`src/rtl/reglk_seq_ctrl_if.sv`:
```
// Peripheral register bus shared by the lock sequencer and its host.
// Single-cycle: slave answers combinationally with ready/error.
interface REG_BUS #(
  parameter int ADDR_WIDTH = 32,
  parameter int DATA_WIDTH = 32
);
  logic [ADDR_WIDTH-1:0]   addr;
  logic                    write;
  logic [DATA_WIDTH-1:0]   wdata;
  logic [DATA_WIDTH/8-1:0] wstrb;
  logic                    valid;
  logic [DATA_WIDTH-1:0]   rdata;
  logic                    ready;
  logic                    error;

  modport in (
    input  addr, write, wdata, wstrb, valid,
    output rdata, ready, error
  );

  modport out (
    output addr, write, wdata, wstrb, valid,
    input  rdata, ready, error
  );
endinterface

```
`src/rtl/reglk_seq_ctrl.sv`:
```
// Register-lock sequencer: stages lock bytes, commits them into reglk_ctrl_o.
// Define REGLK_TIMEOUT_EN to auto-abort an idle LOAD after TIMEOUT_CYCLES.
module reglk_seq_ctrl #(
  parameter int          ADDR_WIDTH     = 32,
  parameter int          DATA_WIDTH     = 32,
  parameter int          NUM_LOCKS      = 4,
  parameter logic [31:0] UNLOCK_KEY     = 32'hA5C3_5A3C,
  parameter int          TIMEOUT_CYCLES = 1024
) (
  input  logic                   clk_i,
  input  logic                   rst_ni,
  output logic [8*NUM_LOCKS-1:0] reglk_ctrl_o,
  REG_BUS.in                     external_bus_io
);

  typedef enum logic [2:0] {
    IDLE   = 3'd0,
    LOAD   = 3'd1,
    COMMIT = 3'd2,
    DONE   = 3'd3
  } state_t;

  localparam int CW = (NUM_LOCKS > 1) ? $clog2(NUM_LOCKS) : 1;

  state_t        state;
  state_t        state_nx;
  logic [7:0]    live  [NUM_LOCKS];
  logic [7:0]    stage [NUM_LOCKS];
  logic [31:0]   key;
  logic          err;
  logic          tmo;
  logic [7:0]    cnt;
  logic [CW-1:0] ch;
  logic [6:0]    idx;
  logic          wr;
  logic          cmd_start;
  logic          cmd_commit;
  logic          cmd_abort;
  logic          to_abort;
  logic          last_ch;
  logic          is_stage;
  logic          is_live;
  logic [7:0]    stage_rd;
  logic [7:0]    live_rd;
  logic [31:0]   rd;

  logic [ADDR_WIDTH-1:0]   unused_addr;
  logic [DATA_WIDTH/8-1:0] unused_wstrb;
  assign unused_addr  = external_bus_io.addr;
  assign unused_wstrb = external_bus_io.wstrb;

  assign idx = external_bus_io.addr[8:2];
  assign wr  = external_bus_io.valid & external_bus_io.write;

  assign cmd_start  = wr && idx == 7'd0 &&
                      external_bus_io.wdata == DATA_WIDTH'(1);
  assign cmd_commit = wr && idx == 7'd0 &&
                      external_bus_io.wdata == DATA_WIDTH'(2);
  assign cmd_abort  = wr && idx == 7'd0 &&
                      external_bus_io.wdata == DATA_WIDTH'(3);
  assign last_ch    = ch == CW'(NUM_LOCKS - 1);

  always_ff @(posedge clk_i or negedge rst_ni) begin
    if (!rst_ni) state <= IDLE;
    else         state <= state_nx;
  end

  always_comb begin
    state_nx = state;
    unique case (state)
      IDLE, DONE: if (cmd_start) state_nx = LOAD;
      LOAD: begin
        if (cmd_commit)                 state_nx = COMMIT;
        else if (cmd_abort || to_abort) state_nx = IDLE;
      end
      COMMIT: if (last_ch) state_nx = DONE;
      default: state_nx = IDLE;
    endcase
  end

  always_ff @(posedge clk_i or negedge rst_ni) begin
    if (!rst_ni) begin
      for (int i = 0; i < NUM_LOCKS; i++) begin
        live[i]  <= '0;
        stage[i] <= '0;
      end
      key <= '0;
      err <= 1'b0;
      cnt <= '0;
      ch  <= '0;
    end else begin
      unique case (state)
        IDLE, DONE: begin
          if (cmd_start) begin
            stage <= live;
            err   <= 1'b0;
          end else if (wr) begin
            err <= 1'b1;
          end
        end
        LOAD: begin
          if (wr && idx == 7'd2) key <= 32'(external_bus_io.wdata);
          for (int i = 0; i < NUM_LOCKS; i++)
            if (wr && int'(idx) == 3 + i)
              stage[i] <= external_bus_io.wdata[7:0];
          if (cmd_commit) ch <= '0;
          if (cmd_abort || to_abort) key <= '0;
        end
        COMMIT: begin
          // A wrong key can only add lock bits; attempted clears flag err.
          if (key == UNLOCK_KEY) begin
            live[ch] <= stage[ch];
          end else begin
            live[ch] <= live[ch] | stage[ch];
            if ((live[ch] & ~stage[ch]) != 8'h00) err <= 1'b1;
          end
          if (wr) err <= 1'b1;
          ch <= last_ch ? '0 : ch + 1'b1;
          if (last_ch) begin
            key <= '0;
            cnt <= cnt + 8'd1;
          end
        end
        default: ;
      endcase
    end
  end

  always_ff @(posedge clk_i or negedge rst_ni) begin
    if (!rst_ni) begin
      reglk_ctrl_o <= '0;
    end else begin
      for (int i = 0; i < NUM_LOCKS; i++)
        reglk_ctrl_o[8*i +: 8] <= live[i];
    end
  end

`ifdef REGLK_TIMEOUT_EN
  localparam int TW = $clog2(TIMEOUT_CYCLES + 1);
  logic [TW-1:0] tcnt;

  assign to_abort = state == LOAD && !wr &&
                    tcnt == TW'(TIMEOUT_CYCLES - 1);

  always_ff @(posedge clk_i or negedge rst_ni) begin
    if (!rst_ni) begin
      tcnt <= '0;
      tmo  <= 1'b0;
    end else begin
      if (state != LOAD || wr || to_abort) tcnt <= '0;
      else                                 tcnt <= tcnt + 1'b1;
      if (to_abort)
        tmo <= 1'b1;
      else if (cmd_start && (state == IDLE || state == DONE))
        tmo <= 1'b0;
    end
  end
`else
  logic unused_tmo_cfg;
  assign unused_tmo_cfg = TIMEOUT_CYCLES != 0;
  assign to_abort       = 1'b0;
  assign tmo            = 1'b0;
`endif

  always_comb begin
    is_stage = 1'b0;
    is_live  = 1'b0;
    stage_rd = '0;
    live_rd  = '0;
    for (int i = 0; i < NUM_LOCKS; i++) begin
      if (int'(idx) == 3 + i) begin
        is_stage = 1'b1;
        stage_rd = stage[i];
      end
      if (int'(idx) == 3 + NUM_LOCKS + i) begin
        is_live = 1'b1;
        live_rd = live[i];
      end
    end
  end

  always_comb begin
    rd = '0;
    unique case (1'b1)
      idx == 7'd1: rd = {16'h0, cnt, 3'b0, tmo, err, state};
      is_stage:    rd = {24'h0, stage_rd};
      is_live:     rd = {24'h0, live_rd};
      default:     rd = '0;
    endcase
  end

  assign external_bus_io.rdata = DATA_WIDTH'(rd);
  assign external_bus_io.ready = 1'b1;
  assign external_bus_io.error = 1'b0;

endmodule

```
`src/flat_wrapper.sv`:
```
// flat-port wrapper written by rule: the top's interface ports become plain ports
module reglk_seq_ctrl_flat 
#(
  parameter int          ADDR_WIDTH     = 32,
  parameter int          DATA_WIDTH     = 32,
  parameter int          NUM_LOCKS      = 4,
  parameter logic [31:0] UNLOCK_KEY     = 32'hA5C3_5A3C,
  parameter int          TIMEOUT_CYCLES = 1024
)
  (clk_i, rst_ni, reglk_ctrl_o, external_bus_io_addr, external_bus_io_write, external_bus_io_wdata, external_bus_io_wstrb, external_bus_io_valid, external_bus_io_rdata, external_bus_io_ready, external_bus_io_error);
  REG_BUS #(.ADDR_WIDTH(ADDR_WIDTH), .DATA_WIDTH(DATA_WIDTH)) external_bus_io_i ();
  input  logic clk_i;
  input  logic rst_ni;
  output logic [8*NUM_LOCKS-1:0] reglk_ctrl_o;
  input wire logic [$bits(external_bus_io_i.addr)-1:0] external_bus_io_addr;
  input wire logic [$bits(external_bus_io_i.write)-1:0] external_bus_io_write;
  input wire logic [$bits(external_bus_io_i.wdata)-1:0] external_bus_io_wdata;
  input wire logic [$bits(external_bus_io_i.wstrb)-1:0] external_bus_io_wstrb;
  input wire logic [$bits(external_bus_io_i.valid)-1:0] external_bus_io_valid;
  output wire logic [$bits(external_bus_io_i.rdata)-1:0] external_bus_io_rdata;
  output wire logic [$bits(external_bus_io_i.ready)-1:0] external_bus_io_ready;
  output wire logic [$bits(external_bus_io_i.error)-1:0] external_bus_io_error;
  assign external_bus_io_i.addr = external_bus_io_addr;
  assign external_bus_io_i.write = external_bus_io_write;
  assign external_bus_io_i.wdata = external_bus_io_wdata;
  assign external_bus_io_i.wstrb = external_bus_io_wstrb;
  assign external_bus_io_i.valid = external_bus_io_valid;
  assign external_bus_io_rdata = external_bus_io_i.rdata;
  assign external_bus_io_ready = external_bus_io_i.ready;
  assign external_bus_io_error = external_bus_io_i.error;
  reglk_seq_ctrl #(.ADDR_WIDTH(ADDR_WIDTH), .DATA_WIDTH(DATA_WIDTH), .NUM_LOCKS(NUM_LOCKS), .UNLOCK_KEY(UNLOCK_KEY), .TIMEOUT_CYCLES(TIMEOUT_CYCLES)) u_core (.clk_i(clk_i), .rst_ni(rst_ni), .reglk_ctrl_o(reglk_ctrl_o), .external_bus_io(external_bus_io_i));
endmodule
```
`config.mk`:
```
export PLATFORM = sky130hd
export DESIGN_NAME = reglk_seq_ctrl_flat
export DESIGN_NICKNAME = d
export VERILOG_FILES = /design/src/rtl/reglk_seq_ctrl_if.sv /design/src/rtl/reglk_seq_ctrl.sv /design/src/flat_wrapper.sv
export SDC_FILE = /design/constraint.sdc
export NUM_CORES = 1
export LEC_CHECK = 0
export BUFFER_PORTS_ARGS = -buffer_cell sky130_fd_sc_hd__buf_2
export CAP_MARGIN = 10
export CORE_ASPECT_RATIO = 1.5
export CORE_MARGIN = 8
export CORE_UTILIZATION = 40
export CTS_CLUSTER_SIZE = 20
export DETAILED_ROUTE_END_ITERATION = 10
export HOLD_SLACK_MARGIN = 0.15
export SLEW_MARGIN = 20
export SYNTH_ARGS = -nofsm -noshare
export SYNTH_HDL_FRONTEND = slang
export SYNTH_SLANG_ARGS = --single-unit
```
`constraint.sdc`:
```
create_clock -name clk_i -period 4.34 [get_ports clk_i]
set_clock_uncertainty 0.1 [all_clocks]
set_input_delay 0.651 -clock clk_i [delete_from_list [all_inputs] [get_ports clk_i]]
set_output_delay 0.651 -clock clk_i [all_outputs]
set_load 0.1 [all_outputs]
```
# Word-level counts from Yosys, hierarchy flattened
# Cells that the tools add are included.
[word_totals] ff_bits=142 latchBits=0 ram_bits=0 rom_bits=0 input_bits=72 out_inout_bits=66 word_cells=131 mem_count=0
[op_classes] n_addsub=2 multipliers=0 n_div=0 n_lt_le_gt_ge=2 eq_ne=30 shift=0 n_mux=52 bitwise_logic=5 n_reduce_logical=26
[op_table] op="32-bit 2-to-1 mux" count=5
[op_table] op="8-bit 2-to-1 mux" count=17
[op_table] op="32-bit case mux with 2 select lines" count=2
[op_table] op="32-bit bitwise mux" count=2
[op_table] op="32-bit by 2-bit == test with 1-bit output (second input constant)" count=2
[op_table] op="16-bit case mux with 3 select lines" count=1
[op_table] op="8-bit binary-select mux with 2-bit select" count=2
[op_table] op="32-bit by 1-bit == test with 1-bit output (second input constant)" count=1
[op_table] op="32-bit == test (second input constant)" count=1
[op_table] op="7-bit by 4-bit == test with 1-bit output (second input constant)" count=4
[op_table] op="7-bit by 5-bit == test with 1-bit output (second input constant)" count=3
[op_table] op="3-bit AND reduction" count=6
[op_table] op="8-bit demux with 2-bit select" count=1
[op_table] op="2-bit by 1-bit != test with 1-bit output (second input constant)" count=7
[op_table] op="1-bit 2-to-1 mux" count=13
[op_table] op="3-bit 2-to-1 mux" count=4
[op_table] op="3-bit by 1-bit != test with 1-bit output (second input constant)" count=4
[op_table] op="1-bit logical AND" count=10
[op_table] op="3-bit case mux with 3 select lines" count=1
[op_table] op="8-bit by 1-bit adder with 8-bit output (second input constant)" count=1
[op_table] op="8-bit AND" count=1
[op_table] op="8-bit inverter" count=1
[op_table] op="8-bit bitwise OR" count=1
[op_table] op="8-bit nonzero test" count=1
[op_table] op="21 further kinds" count=26

# Depth between registers and ports, before layout
[logic_depth] depth_word=11 ltp_mapped=9 mapped_depth_nobuf=7

# Worst setup path after synthesis
# No wires, ideal clock.
[synth_timing] path_type="in2out" start="input port external_bus_io_addr[3]" end="output port external_bus_io_rdata[5]" arrival_ns=4.154 required_time_ns=3.589 setup_slack_ns=-0.565 cell_stages=6 n_path_buf=1 cell_sequence="or4_1 -> nor2_1 -> clkbuf_1 -> a222oi_1 -> mux2_2 -> o21ai_0"
[synth_via] elab_chain_cells=6 word_cells_on_any_way=26 cone_classes="eq/ne: 9; mux: 17"
[synth_rtl] element="start: declaration" line_no="flat_wrapper.sv:15" rtl="input wire logic [$bits(external_bus_io_i.addr)-1:0] external_bus_io_addr;"
[synth_rtl] element="7-bit by 4-bit == test with 1-bit output or 7-bit by 3-bit == test with 1-bit output (tied branches)" line_no="reglk_seq_ctrl.sv:175, reglk_seq_ctrl.sv:171"
[synth_rtl] element="8-bit 2-to-1 mux (tied with other cells) (4 in series)" line_no="reglk_seq_ctrl.sv:175" rtl="if (int'(idx) == 3 + NUM_LOCKS + i) begin"
[synth_rtl] element="16-bit case mux with 3 select lines *" line_no="reglk_seq_ctrl.sv:184" rtl="unique case (1'b1)"
[synth_rtl] element="end: declaration" line_no="flat_wrapper.sv:20" rtl="output wire logic [$bits(external_bus_io_i.rdata)-1:0] external_bus_io_rdata;"
# Mark *: on every way between the ends. The rest lies on a longest branch, timed or not.

# Worst setup path after layout
[layout_timing] start="input port external_bus_io_addr[7]" end="output port external_bus_io_rdata[7]"
# The elaborated chain is that of the path after synthesis.

==> metrics.md <==
| Metric | Value |
|---|---|
| Most frequent cells in the layout | `dfrtp_1 (141), buf_2 (89), a21oi_1 (49)` |
| DPL Wire Length | `~14 mm` |
| Worst min-delay path category | `primary input to asynchronous set/reset pin` |
| Worst path most repeated cell | `buf_2` |
| CTS buffer count | `17` |
| Chip width | `between 100 and 150 um` |
| FFs w/ async S/R, synth | `1.00` |
| Fin util | `0.476` |
| Post-synthesis cell count | `630` |
| EDFF count, synth | `0` |
| DRT Pass-1 Iters | `5` |
| MaxCap Viol Count | `0` |
| Crit-path leading delay family | `simple AND/OR/NAND/NOR gates` |
| Fmax | `approximately 270 MHz` |
| Post-CTS Hold Buffers | `0` |
| Synth Register Bits | `141` |
| Routed WL per cell | `20.8 um` |
| Post-route minimum period | `around 3.7 ns` |
| CTS max path bufs | `2` |
| DRC | `0` |
| Most common cell after layout, fill and taps aside | `dfrtp_1` |
| Starting Density | `0.404` |
| Antenna violations before repair | `0` |
| Status | `completed` |
| Netlist cell types | `between 50 and 60` |
| Gpl congestion | `0.869` |
| Worst path cell trace | `buf_2, nor3_1, and3_1, a21oi_1, buf_4, o22a_1, o21ai_1, buf_2` |
| Antenna cells | `0` |
| PortBufs | `90` |
| Final worst path period share | `0.843` |
| P&R area growth vs syn | `17.7%` |
| Total number of vias | `5446` |
| Clock Sinks | `141` |
| Root Driver | `clkbuf_16` |
| R2R cell count | `5` |
| Worst IR Drop VDD | `around 0.00028 V` |
| # IOs | `138` |
| Worst Path Arrival | `2.91 ns` |
| H-tree lvl count | `4` |
| Seq/Total Area, Yosys | `0.510` |
| Grt total ovfl | `0` |
| Post-CTS Setup Repair Bufs | `0` |
| Max stage delay on crit path | `around 0.53 ns` |
| Reg-to-Reg Start | `u_core.key[1]` |
| Lkg Pwr | `around 3.7 nW` |
| CTS tree | `built` |
| Setup CP Type | `primary input to primary output` |
| Worst path slowest cell | `and3_1` |
| Antenna Nets Post-Route | `0` |
| CP max FO | `9` |
| Row cnt | `59` |
| Maximum number of pins on one net before global-route repair | `95` |
| Reg2reg setup slack | `1.72 ns` |
| Max-slew violation count | `0` |
| Synth Warn # | `0` |
| Detailed Route Iter0 Violations | `574` |
| Rel. slew slack | `0.193` |
| Die Y | `approximately 180 um` |
| Clock transition at path regs | `0.06 ns` |
| Unrepaired setup endpoints after global routing | `false` |
| Layout Nets | `799` |
| Gr usage total | `0.185` |
| TNS Setup | `0 ns` |
| WP depth | `8` |
| Hold Fails Final Rpt | `0` |
| First-pass GRT wire length | `31.2 mm` |
| Measured slew at the worst slew-check pin | `roughly 1.2 ns` |
| Top cells by area, synth | `dfrtp_1 (51%), mux4_2 (5.2%), mux2_2 (5.0%), a22o_1 (4.2%), a21oi_1 (3.6%)` |
| Clock Latency Late Sink | `0.42 ns` |
| Power Density | `about 360 nW/um^2` |
| WP data required | `3.59 ns` |
| Setup violators final | `0` |
| Die area | `21900 um^2` |
| Vias in the first global route | `5722` |
| Total core area | `17100 um^2` |
| Buf+Inv Stages, Crit Path | `3` |
| Predominant post-synthesis flop cell | `dfrtp_1` |
| Layout cell share with drive strength beyond 1 | `0.268` |
| R2R Path End | `u_core.err` |
| Top cell type's share of synthesized area | `0.510` |
| Crit. End Element | `primary output` |
| Cell Area, Synth | `6920 um^2` |
| Area leader, netlist | `dfrtp_1` |
| Mean post-synth cell area | `11.0 um^2` |
| Worst Setup Start Kind | `primary input` |
| Vias per cell | `5.77` |
| Post-cts sizing count | `0` |
| Final wirelength | `19.7 mm` |
cells by family (layout without fill, tap and decap cells):
group,Yosys count,after routing,synth area share
AO/OA/AOI/OAI,166,166,0.160
AND/OR/NAND/NOR,145,145,0.111
flip-flops,141,141,0.510
buffers and inverters,98,183,0.0633
multiplexers,62,62,0.130
adder cells (fa/ha/maj),9,9,0.0163
XOR/XNOR,7,7,0.00886
other,2,18,0.00108
through the flow:
| stage | cells | setup WS (ns) | hold slack [ns] | cell area, um^2 | power (mW) |
|---|---|---|---|---|---|
| after floorplan | 646 | 0.0999 | 0.255 | 6980 | 1.45 |
| after global placement | 912 | 0.784 | 0.346 | 7550 | 1.51 |
| after detailed placement | 912 | 0.752 | 0.337 | 7550 | 1.51 |
| after CTS | 944 | 0.739 | 0.268 | 8150 | 3.00 |
| after global routing | 944 | 0.639 | 0.296 | 8150 | 3.07 |
| final | 944 | 0.681 | 0.226 | 8150 | 2.97 |
worst max-delay path by stage:
stage                                to               startpoint  slack (ns)
2_1_floorplan  external_bus_io_rdata[0]  external_bus_io_addr[3]         0.1
3_3_place_gp   external_bus_io_rdata[7]  external_bus_io_addr[7]        0.78
3_5_place_dp   external_bus_io_rdata[7]  external_bus_io_addr[7]        0.75
4_1_cts        external_bus_io_rdata[7]  external_bus_io_addr[7]        0.74
5_1_grt        external_bus_io_rdata[6]  external_bus_io_addr[7]        0.64
6_report       external_bus_io_rdata[7]  external_bus_io_addr[7]        0.68
synthesized netlist by cell type, types with 2 or more instances:
cell        n
mux2_2     31
and3_1      4
o221ai_1    2
nor3_1      4
o21ai_0    41
a21oi_1    50
a21o_1      2
xnor2_1     6
mux2_4      8
nor2b_1     7
nor2_1     45
a222oi_1    7
a21oi_4     2
inv_1      47
a32oi_1     3
conb_1      2
and2_1     11
nor4bb_1    5
buf_1       4
mux4_2     16
o22a_1      5
a22oi_1     7
buf_2       2
nand3_1     5
nor4_1     11
o22ai_1     3
or4_1       4
buf_4      18
o31ai_1     2
mux2i_1     7
nand2_1    27
nand2b_1    7
dfrtp_1   141
nand4_1     6
clkbuf_1   27
a22o_1     33
ha_1        9
report_power, final:
group | switching, mW | internal [mW] | total [mW]
logic | 0.141 | 0.0277 | 0.168
clock network | 0.622 | 0.867 | 1.49
registers | 0.000592 | 1.32 | 1.32
total | 0.763 | 2.21 | 2.97
state kept, by name (all words and copies together), names as in the netlist:
signal               flops
u_core.key              32
u_core.ch                2
u_core.reglk_ctrl_o     32
u_core.cnt               8
u_core.state             2
u_core.live             32
u_core.err               1
u_core.stage            32
final cells by class:
| cell class | instances | area (um^2) |
|---|---|---|
| Inverter | 47 | 176 |
| Multi-Input combinational cell | 407 | 3020 |
| Fill cell | 1571 | 8970 |
| Clock buffer | 17 | 425 |
| Sequential cell | 141 | 3530 |
| Clock inverter | 15 | 173 |
| Timing Repair Buffer | 104 | 562 |
| Tap cell | 213 | 267 |
worst register-to-register path: stages (launching register included):
cell and delay [ns]:
dfrtp_1 0.38, or4b_2 0.65, or4_1 0.73, o21ai_0 0.28
a31oi_1 0.08, mux2_2 0.29
routing by layer:
layer / routed length (um) / GRT usage / share of wire
met3: 1410 / 0.0351 / 0.072
met5: 0 / 0 / 0
met4: 535 / 0.0816 / 0.027
met1: 8100 / 0.230 / 0.41
met2: 9620 / 0.303 / 0.49
No activity file was read; power rests on OpenSTA's default activity.
